===== src/rtl/riscv_lsu_axi4lite_master.sv =====
// MEM-stage load/store to single AXI4-Lite transaction bridge; zero-wait latency 3 cycles (misaligned 1).
// Pipeline stalls until mem_done; AXI valids hold with stable payload until their own handshake.
module riscv_lsu_axi4lite_master #(
   parameter int ADDR_WIDTH = 32,
   parameter int DATA_WIDTH = 32,
   parameter int STRB_WIDTH = DATA_WIDTH / 8
) (
   input  logic                  axi_clk,
   input  logic                  axi_arstn,
   input  logic                  mem_req,
   input  logic                  mem_we,
   input  logic [ADDR_WIDTH-1:0] mem_addr,
   input  logic [DATA_WIDTH-1:0] mem_wdata,
   input  logic [1:0]            mem_size,
   input  logic                  mem_unsigned,
   output logic                  mem_stall,
   output logic                  mem_done,
   output logic [DATA_WIDTH-1:0] mem_rdata,
   output logic                  mem_err,
   output logic [ADDR_WIDTH-1:0] maxi_awaddr,
   output logic [2:0]            maxi_awprot,
   output logic                  maxi_awvalid,
   input  logic                  maxi_awready,
   output logic [DATA_WIDTH-1:0] maxi_wdata,
   output logic [STRB_WIDTH-1:0] maxi_wstrb,
   output logic                  maxi_wvalid,
   input  logic                  maxi_wready,
   input  logic [1:0]            maxi_bresp,
   input  logic                  maxi_bvalid,
   output logic                  maxi_bready,
   output logic [ADDR_WIDTH-1:0] maxi_araddr,
   output logic [2:0]            maxi_arprot,
   output logic                  maxi_arvalid,
   input  logic                  maxi_arready,
   input  logic [DATA_WIDTH-1:0] maxi_rdata,
   input  logic [1:0]            maxi_rresp,
   input  logic                  maxi_rvalid,
   output logic                  maxi_rready
);

   typedef enum logic [2:0] {IDLE, WR, WRESP, RADDR, RDATA, DONE} state_t;

   state_t                state_q, state_d;
   logic [1:0]            addr_lo_q, addr_lo_d;
   logic [1:0]            size_q, size_d;
   logic                  uns_q, uns_d;
   logic                  awvalid_q, awvalid_d, wvalid_q, wvalid_d, bready_q, bready_d;
   logic                  arvalid_q, arvalid_d, rready_q, rready_d;
   logic [ADDR_WIDTH-1:0] awaddr_q, awaddr_d, araddr_q, araddr_d;
   logic [DATA_WIDTH-1:0] wdata_q, wdata_d, rdata_q, rdata_d;
   logic [STRB_WIDTH-1:0] wstrb_q, wstrb_d;
   logic                  done_q, done_d, err_q, err_d;

   logic                  misaligned;
   logic [DATA_WIDTH-1:0] wdata_rep, rdata_sh, ld_ext;
   logic [STRB_WIDTH-1:0] strb;

   assign misaligned = (mem_size == 2'b11) ||
                       (mem_size == 2'b01 && mem_addr[0]) ||
                       (mem_size == 2'b10 && mem_addr[1:0] != 2'b00);

   always_comb begin
      wdata_rep = mem_wdata;
      strb      = 4'b1111;
      case (mem_size)
         2'b00: begin
            wdata_rep = {4{mem_wdata[7:0]}};
            strb      = 4'b0001 << mem_addr[1:0];
         end
         2'b01: begin
            wdata_rep = {2{mem_wdata[15:0]}};
            strb      = 4'b0011 << mem_addr[1:0];
         end
         default: ;
      endcase
   end

   // Byte lane addressed by the low address bits is moved to bit 0 before extension
   assign rdata_sh = maxi_rdata >> {addr_lo_q, 3'b000};

   always_comb begin
      case (size_q)
         2'b00:   ld_ext = {{24{~uns_q & rdata_sh[7]}}, rdata_sh[7:0]};
         2'b01:   ld_ext = {{16{~uns_q & rdata_sh[15]}}, rdata_sh[15:0]};
         default: ld_ext = maxi_rdata;
      endcase
   end

   always_comb begin
      state_d   = state_q;
      addr_lo_d = addr_lo_q;
      size_d    = size_q;
      uns_d     = uns_q;
      awvalid_d = awvalid_q;
      wvalid_d  = wvalid_q;
      bready_d  = bready_q;
      arvalid_d = arvalid_q;
      rready_d  = rready_q;
      awaddr_d  = awaddr_q;
      araddr_d  = araddr_q;
      wdata_d   = wdata_q;
      wstrb_d   = wstrb_q;
      rdata_d   = rdata_q;
      err_d     = err_q;
      done_d    = 1'b0;
      case (state_q)
         IDLE: begin
            if (mem_req) begin
               addr_lo_d = mem_addr[1:0];
               size_d    = mem_size;
               uns_d     = mem_unsigned;
               rdata_d   = '0;
               err_d     = 1'b0;
               if (misaligned) begin
                  err_d   = 1'b1;
                  done_d  = 1'b1;
                  state_d = DONE;
               end else if (mem_we) begin
                  awaddr_d  = {mem_addr[ADDR_WIDTH-1:2], 2'b00};
                  wdata_d   = wdata_rep;
                  wstrb_d   = strb;
                  awvalid_d = 1'b1;
                  wvalid_d  = 1'b1;
                  state_d   = WR;
               end else begin
                  araddr_d  = {mem_addr[ADDR_WIDTH-1:2], 2'b00};
                  arvalid_d = 1'b1;
                  state_d   = RADDR;
               end
            end
         end
         WR: begin
            // AW and W retire independently; B is only accepted once both have gone
            if (maxi_awready) awvalid_d = 1'b0;
            if (maxi_wready)  wvalid_d  = 1'b0;
            if (!awvalid_d && !wvalid_d) begin
               bready_d = 1'b1;
               state_d  = WRESP;
            end
         end
         WRESP: begin
            if (maxi_bvalid) begin
               bready_d = 1'b0;
               err_d    = |maxi_bresp;
               done_d   = 1'b1;
               state_d  = DONE;
            end
         end
         RADDR: begin
            if (maxi_arready) begin
               arvalid_d = 1'b0;
               rready_d  = 1'b1;
               state_d   = RDATA;
            end
         end
         RDATA: begin
            if (maxi_rvalid) begin
               rready_d = 1'b0;
               err_d    = |maxi_rresp;
               rdata_d  = (|maxi_rresp) ? '0 : ld_ext;
               done_d   = 1'b1;
               state_d  = DONE;
            end
         end
         DONE:    state_d = IDLE;
         default: state_d = IDLE;
      endcase
   end

   always_ff @(posedge axi_clk or negedge axi_arstn) begin
      if (!axi_arstn) begin
         state_q   <= IDLE;
         addr_lo_q <= '0;
         size_q    <= '0;
         uns_q     <= 1'b0;
         awvalid_q <= 1'b0;
         wvalid_q  <= 1'b0;
         bready_q  <= 1'b0;
         arvalid_q <= 1'b0;
         rready_q  <= 1'b0;
         awaddr_q  <= '0;
         araddr_q  <= '0;
         wdata_q   <= '0;
         wstrb_q   <= '0;
         rdata_q   <= '0;
         err_q     <= 1'b0;
         done_q    <= 1'b0;
      end else begin
         state_q   <= state_d;
         addr_lo_q <= addr_lo_d;
         size_q    <= size_d;
         uns_q     <= uns_d;
         awvalid_q <= awvalid_d;
         wvalid_q  <= wvalid_d;
         bready_q  <= bready_d;
         arvalid_q <= arvalid_d;
         rready_q  <= rready_d;
         awaddr_q  <= awaddr_d;
         araddr_q  <= araddr_d;
         wdata_q   <= wdata_d;
         wstrb_q   <= wstrb_d;
         rdata_q   <= rdata_d;
         err_q     <= err_d;
         done_q    <= done_d;
      end
   end

   assign mem_stall    = mem_req & ~done_q;
   assign mem_done     = done_q;
   assign mem_rdata    = rdata_q;
   assign mem_err      = err_q;
   assign maxi_awaddr  = awaddr_q;
   assign maxi_awprot  = 3'b000;
   assign maxi_awvalid = awvalid_q;
   assign maxi_wdata   = wdata_q;
   assign maxi_wstrb   = wstrb_q;
   assign maxi_wvalid  = wvalid_q;
   assign maxi_bready  = bready_q;
   assign maxi_araddr  = araddr_q;
   assign maxi_arprot  = 3'b000;
   assign maxi_arvalid = arvalid_q;
   assign maxi_rready  = rready_q;

endmodule

===== config.mk =====
export PLATFORM = sky130hd
export DESIGN_NAME = riscv_lsu_axi4lite_master
export DESIGN_NICKNAME = d
export VERILOG_FILES = /design/src/rtl/riscv_lsu_axi4lite_master.sv
export SDC_FILE = /design/constraint.sdc
export NUM_CORES = 1
export LEC_CHECK = 0
export BUFFER_PORTS_ARGS = -buffer_cell sky130_fd_sc_hd__buf_4
export CAP_MARGIN = 10
export CORE_ASPECT_RATIO = 0.8
export CORE_MARGIN = 10
export CORE_UTILIZATION = 43
export DETAILED_ROUTE_END_ITERATION = 16
export PLACE_DENSITY_LB_ADDON = 0.1
export SYNTH_ARGS = -nofsm -noshare
export SYNTH_HDL_FRONTEND = slang
export SYNTH_SLANG_ARGS = --single-unit

===== constraint.sdc =====
create_clock -name axi_clk -period 4.1 [get_ports axi_clk]
set_clock_uncertainty 0.2 [all_clocks]
set_input_delay 0.41 -clock axi_clk [delete_from_list [all_inputs] [get_ports axi_clk]]
set_output_delay 0.41 -clock axi_clk [all_outputs]
set_load 0.02 [all_outputs]

==> results.txt, run 1 <==
----------------------------------------------------
[Setup path]
  Worst-path maximum fanout ... 16
  Startpoint kind of the worst setup timing path ... flip-flop
  Endpoint class of the critical path ... flip-flop
  Worst Path Required ... roughly 4300 ps
  Cell breakdown of the critical path ... or4_4 > or4_4 > nor4_4 > a221o_2
  Critical Setup Path Class ... flip-flop to flip-flop
  Most frequent cell on the critical path ... or4_4
  Crit path max-delay cell type ... nor4_4
  Worst path arrival time ... ~3000 ps
  Maximum cell stage delay along the critical path ... between 700 and 800 ps

[Cells and area]
  Nets ... between 800 and 900
  Finished Core Util ... 0.622
  Non-filler cells in the finished layout ... 982
  Storage element area ... approximately 0.0036 mm^2
  ANT cells ... 0
  Most common cell after layout, fill and taps aside ... buf_4
  Fraction of layout instances using a drive strength above 1 ... 0.480
  Layout-stage area growth over the synthesis result ... 39.9%
  Fill count ... 1150
  Most used cells in the layout excluding fill and tap cells ... buf_4, dfrtp_1, mux2_2, nand2_1, o21ai_0
  Area of the multi-input gates ... roughly 0.0026 mm^2

[Power and ir drop]
  Power spent charging and discharging nets ... 2.69 mW
  Internal power contribution ... ~4.4 mW
  Final Total Pwr ... 7.06 mW
  Static leakage power ... 4.46 nW
  Clock network fraction of total power ... 0.224
  Switching fraction of total power ... 0.381
  PD cells ... 787 mW/mm^2
  Maximum vdd drop ... around 0.53 mV
  Sequential share of power ... 0.354
  Part of the total power dissipated in combinational logic ... 0.421

[Detailed routing]
  DRT iter0 DRCs ... 256
  Total Routed Length ... 19600 um
  Vias per inst ... roughly 5.2
  Routed length per instance ... between 15 and 20 um
  # DRC ... 0
  ANT nets after route ... 0
  Vias ... 5150
  Pre-Repair DR Iteration Count ... 5

[Place]
  Worst setup slack after placement ... roughly 1200 ps
  Detail Placement HPWL ... 14300 um
  Final weighted congestion in routability-driven placement ... between 0.8 and 0.9
  IO Port Bufs ... 247
  Number of cells in the design after placement ... 949

[GRT]
  Sum of overflow across all layers after global routing ... 0
  Maximum number of pins on one net before global-route repair ... 115
  Via count of the first global-routing pass ... between 5k and 6k
  All-Layer GR Usage ... 0.190
  Wire length of the first global-routing pass ... 30200 um
  Number of antenna violations at the first check in global routing ... 0

[STA]
  Number of setup violations in the final report ... 0
  Period Utilization, post-route ... 0.702
  Setup repair after global routing missed its margin ... false
  Pins over their slew limit ... 0
  Setup Total Neg Slack ... 0 ps
  Achievable clock frequency ... ~0.35 GHz
  Actual transition at the worst max-transition pin ... between 1000 and 1500 ps
  Minimum clock period after layout ... ~2900 ps
  Relative slew slack ... 0.264
  Fin worst setup slack ... 1220 ps
  Final hold viol count ... 0

[Flow run]
  Number of maximum-capacitance constraint violations ... 0

[Floorplan]
  Die boundary height ... 129 um
  Die boundary width ... around 160 um
  Initial Util ... 0.444
  Core Area ... roughly 0.014 mm^2
  Die Footprint ... 0.0202 mm^2
  Standard-cell row count ... 39
  Number of placed I/O pins ... 258

[Synthesis]
  Synth Instances ... ~550
  EDFF count, synth ... 0
  Largest cells by area after synthesis ... dfrtp_1, mux2_2, mux2i_1
  Area of the mapped netlist ... 0.00642 mm^2
  Most frequently used flop master after synthesis ... dfrtp_1
  Number of synthesis warnings ... 0
  Cell type with the highest aggregate area in the netlist ... dfrtp_1
  Share of Yosys cell area claimed by the top area cell type ... 0.558
  Yosys reg bits ... about 140
  Post-Synthesis Mean Instance Area ... about 12 um^2
  Post-synth cell types ... 43
  Sequential fraction of the synthesis area ... 0.558
  Share of async-settable or async-resettable flops after synthesis ... 1.00

[Run status]
  Result of the run ... finished clean

[Clock tree]
  Maximum count of clock buffers along a single path ... 2
  Number of buffers inserted by post-CTS setup repair ... 0
  CTS sink cnt ... between 100 and 150
  Clock H-tree levels ... 4
  Clock Root Buffer ... clkbuf_16
  Reg clk slew, reported paths ... 60 ps
  Clock latency reported for the late side of the worst-skew pair ... around 420 ps
  Inserted Clock Buffers ... 17
  CTS tree ... yes

[Min path]
  Kind of path behind the tightest hold check ... primary input to flip-flop

----------------------------------------------------
## state kept, by name, indices dropped and copies added, names as in the netlist, 2 cells and up
name	count
maxi_wdata	32
maxi_araddr	30
maxi_wstrb	4
size_q	2
state_q	3
addr_lo_q	2
mem_rdata	32
maxi_awaddr	30
## Yosys cell counts (2+ instances only)
cell type	count
clkbuf_1	21
dfrtp_1	143
or3_1	7
nand2b_1	9
nor3_1	4
xnor2_1	2
or2_2	9
buf_1	6
a221o_2	10
a21o_1	2
o31ai_1	3
buf_4	10
a22oi_1	2
a32oi_1	2
inv_1	6
o21ai_0	45
o211ai_1	2
mux2i_1	33
a21oi_1	31
a221o_1	6
buf_2	4
a22o_1	8
nor2b_1	5
mux2_2	76
nor2_1	23
or4_4	2
nand2_1	58
a211o_1	2
and3_1	2
## power by group through the flow
stage,registers (mW),clock network (mW),logic (mW)
detailed placement,2.52,0,3.01
CTS,2.51,1.62,3.02
global placement,2.49,0,2.96
global route,2.59,1.68,3.20
floorplan,3.09,0,1.01
finish,2.50,1.58,2.98
## cell families after synthesis
| kind of cell | synth area share |
|---|---|
| other cells | 0.000584 |
| flops | 0.558 |
| simple gates | 0.101 |
| xor+xnor | 0.00273 |
| buf+inv | 0.0359 |
| mux | 0.187 |
| compound gates | 0.115 |
## per-layer routing
metal	vias to the layer above	GRT usage	share of wire	wire length (um)
met4	0	0.0726	0.021	413
met1	2485	0.218	0.39	7650
li1	2413	-	-	-
met3	27	0.0919	0.12	2270
met5	-	0	0	0
met2	225	0.303	0.47	9230
## worst max-delay path, delay by kind of cell (launching register included)
kind / cells / cell delay [ps]
and+or+nand+nor: 3 / 1830
DFF: 1 / 550
AOI/OAI and AO/OA: 1 / 230
## worst paths after layout
kind / start / end / slack, ps / cells past startpoint
worst max-delay path: state_q[0]$_DFFE_PN0P_ / mem_rdata[25]$_DFFE_PN0P_ / 1220 / 4
worst min-delay path: mem_addr[2] / maxi_araddr[2]$_DFFE_PN0P_ / 10 / 2
worst max register to register: state_q[0]$_DFFE_PN0P_ / mem_rdata[25]$_DFFE_PN0P_ / 1220 / 4
worst min register to register: maxi_wdata[13]$_DFFE_PN0P_ / maxi_wdata[13]$_DFFE_PN0P_ / 280 / 2
max in group asynchronous: axi_arstn / maxi_awaddr[21]$_DFFE_PN0P_ / 2330 / 3
min in group asynchronous: axi_arstn / maxi_awaddr[9]$_DFFE_PN0P_ / 520 / 2
## area by class of cell
cell class | instances | area share
clock buffers | 19 | 0.0493
inverters | 6 | 0.00251
well taps | 184 | 0.0256
clock inverters | 13 | 0.0181
flip-flops and latches | 143 | 0.399
multi-input cells | 365 | 0.294
repair buffers | 252 | 0.211
## repair_timing
item / CTS / global route
resized for setup: 0 / 0
hold buffers: 1 / 0
hold endpoints to repair: 3 / 0
## stage by stage
stage	instance area, um^2	hold slack, ps
3_3_place_gp	8360	263
2_1_floorplan	6450	-85.6
4_1_cts	8980	0.174
5_1_grt	8980	10.3
3_5_place_dp	8360	271
6_report	8980	14.2
Note: power is estimated with default switching activity, not from simulation.
==> run 2: changes to the inputs <==
Clock period 4.1 ns to 2.45 ns, I/O delays scaled along.
==> run 2 against run 1 <==
Net effect:
- core utilization rose by 8.4 points
- global-route usage increased by 1.8 points
- combinational power up 80%
- routed wire length rose by 8.6%
- first-iteration DRC count grew 7.4%
- non-clock buffer count is 121 higher
==> results.txt, run 2 (synthesis gave the netlist of run 1 again) <==
----------------------------------------------------
[GRT]
  All-Layer GR Usage ... 0.208
  Maximum number of pins on one net before global-route repair ... between 70 and 80
  Sum of overflow across all layers after global routing ... 0
  Via count of the first global-routing pass ... 6082
  Wire length of the first global-routing pass ... 33400 um
  Number of antenna violations at the first check in global routing ... 0

[STA]
  Setup repair after global routing missed its margin ... false
  Pins over their slew limit ... 0
  Relative slew slack ... 0.507
  Period Utilization, post-route ... 0.957
  Number of setup violations in the final report ... 0
  Setup Total Neg Slack ... 0 ps
  Achievable clock frequency ... between 0.4 and 0.5 GHz
  Final hold viol count ... 0
  Minimum clock period after layout ... 2340 ps
  Actual transition at the worst max-transition pin ... around 740 ps
  Fin worst setup slack ... about 110 ps
  Final-layout worst hold slack ... approximately 31 ps

[Place]
  Number of cells in the design after placement ... between 900 and 1k
  IO Port Bufs ... about 250
  Final weighted congestion in routability-driven placement ... ~0.85
  Detail Placement HPWL ... approximately 15000 um
  Worst setup slack after placement ... ~120 ps

[Setup path]
  Endpoint class of the critical path ... flip-flop
  Worst reg-to-reg setup slack ... roughly 110 ps
  Cell class contributing the biggest share of worst-path delay ... simple AND/OR/NAND/NOR gates
  Critical Setup Path Class ... primary input to flip-flop
  Number of buffers and inverters on the critical path ... 3
  Worst path arrival time ... between 2000 and 2500 ps
  Worst Path Required ... 2550 ps
  Crit path max-delay cell type ... dlygate4sd3_1
  Startpoint kind of the worst setup timing path ... primary input
  Maximum cell stage delay along the critical path ... ~560 ps
  Cell breakdown of the critical path ... dlygate4sd3_1 > buf_4 > nor3_1 > nor2_1 > or3b_2 > buf_12 > mux2_1
  Worst-path maximum fanout ... 31

[Floorplan]
  Standard-cell row count ... 39
  Die boundary width ... about 160 um
  Number of placed I/O pins ... 258
  Die Footprint ... 0.0202 mm^2
  Die boundary height ... approximately 130 um
  Initial Util ... 0.444
  Core Area ... ~0.014 mm^2

[Power and ir drop]
  PD cells ... 1190 mW/mm^2
  Clock network fraction of total power ... 0.221
  Maximum vdd drop ... 0.854 mV
  Switching fraction of total power ... 0.373
  Internal power contribution ... around 7.6 mW
  Part of the total power dissipated in combinational logic ... 0.441
  Power spent charging and discharging nets ... 4.53 mW
  Sequential share of power ... 0.338
  Static leakage power ... 5.00 nW

[Cells and area]
  Non-filler cells in the finished layout ... around 1.1k
  Area of the multi-input gates ... 0.00264 mm^2
  Finished Core Util ... 0.705
  Most common cell after layout, fill and taps aside ... buf_4
  Fraction of layout instances using a drive strength above 1 ... 0.435
  Nets ... just over 1k
  Layout-stage area growth over the synthesis result ... 58.7%
  Most used cells in the layout excluding fill and tap cells ... buf_4, dfrtp_1, dlygate4sd3_1, mux2_2, nand2_1
  Fill count ... 1025
  Storage element area ... approximately 0.0036 mm^2

[Clock tree]
  Reg clk slew, reported paths ... about 60 ps
  Post-cts gate resize count ... 0
  CTS tree ... yes
  CTS sink cnt ... about 140
  Inserted Clock Buffers ... 17
  Maximum count of clock buffers along a single path ... 2
  Clock H-tree levels ... 4
  Clock latency reported for the late side of the worst-skew pair ... between 400 and 500 ps
  Clock Root Buffer ... clkbuf_16

[Detailed routing]
  Vias per inst ... 5.09
  Total Routed Length ... about 21000 um
  # DRC ... 0
  Routed length per instance ... roughly 19 um
  ANT nets after route ... 0
  Vias ... about 5.6k
  DRT iter0 DRCs ... between 200 and 300
  Pre-Repair DR Iteration Count ... 7

[Flow run]
  Number of maximum-capacitance constraint violations ... 0

[Run status]
  Result of the run ... finished clean

[Min path]
  Kind of path behind the tightest hold check ... primary input to flip-flop

----------------------------------------------------
-- run 2: per-layer routing --
layer,vias up,track usage,share of wire
li1,2650,-,-
met5,-,0,0
met4,0,0.0737,0.017
met3,30,0.0860,0.097
met1,2706,0.236,0.39
met2,227,0.348,0.50
-- run 2: tightest hold or removal path: stages --
cell,delay (ps)
buf_4,80
o21ai_0,70
o21ai_0,200
-- run 2: worst paths after layout --
| kind | from | end | cells past startpoint |
|---|---|---|---|
| min in group asynchronous | axi_arstn | maxi_awaddr[15]$_DFFE_PN0P_ | 2 |
| max in group asynchronous | axi_arstn | maxi_araddr[29]$_DFFE_PN0P_ | 3 |
| min | maxi_rdata[2] | mem_rdata[2]$_DFFE_PN0P_ | 3 |
| min reg2reg | maxi_wdata[24]$_DFFE_PN0P_ | maxi_wdata[24]$_DFFE_PN0P_ | 2 |
| max reg2reg | state_q[0]$_DFFE_PN0P_ | mem_rdata[29]$_DFFE_PN0P_ | 5 |
| max | mem_addr[0] | maxi_araddr[2]$_DFFE_PN0P_ | 7 |
-- run 2: cell type report --
type,count,area share
Timing Repair Buffer,373,0.304
Inverter,6,0.00221
Tap cell,184,0.0226
Clock buffer,20,0.0439
Multi-Input combinational cell,365,0.259
Clock inverter,10,0.0161
Antenna cell,1,0.000246
Sequential cell,143,0.351
-- run 2: per-stage QoR --
| stage | area [um^2] | power [mW] |
|---|---|---|
| after floorplan | 6450 | 6.86 |
| after detailed placement | 8540 | 9.36 |
| after CTS | 10200 | 12.2 |
| after global routing | 10200 | 12.8 |
| after global placement | 8540 | 9.23 |
| final | 10200 | 12.1 |
-- run 2: power by group through the flow --
stage / combinational, mW / clock (mW) / sequential (mW)
floorplan: 1.70 / 0 / 5.17
global placement: 5.16 / 0 / 4.07
detailed placement: 5.24 / 0 / 4.12
CTS: 5.40 / 2.74 / 4.09
global route: 5.75 / 2.84 / 4.22
finish: 5.35 / 2.68 / 4.10
-- run 2: repair_timing --
item | in CTS | in global routing
endpoints found under the hold margin | 206 | 0
setup buffers | 0 | 0
hold buffers | 103 | 0
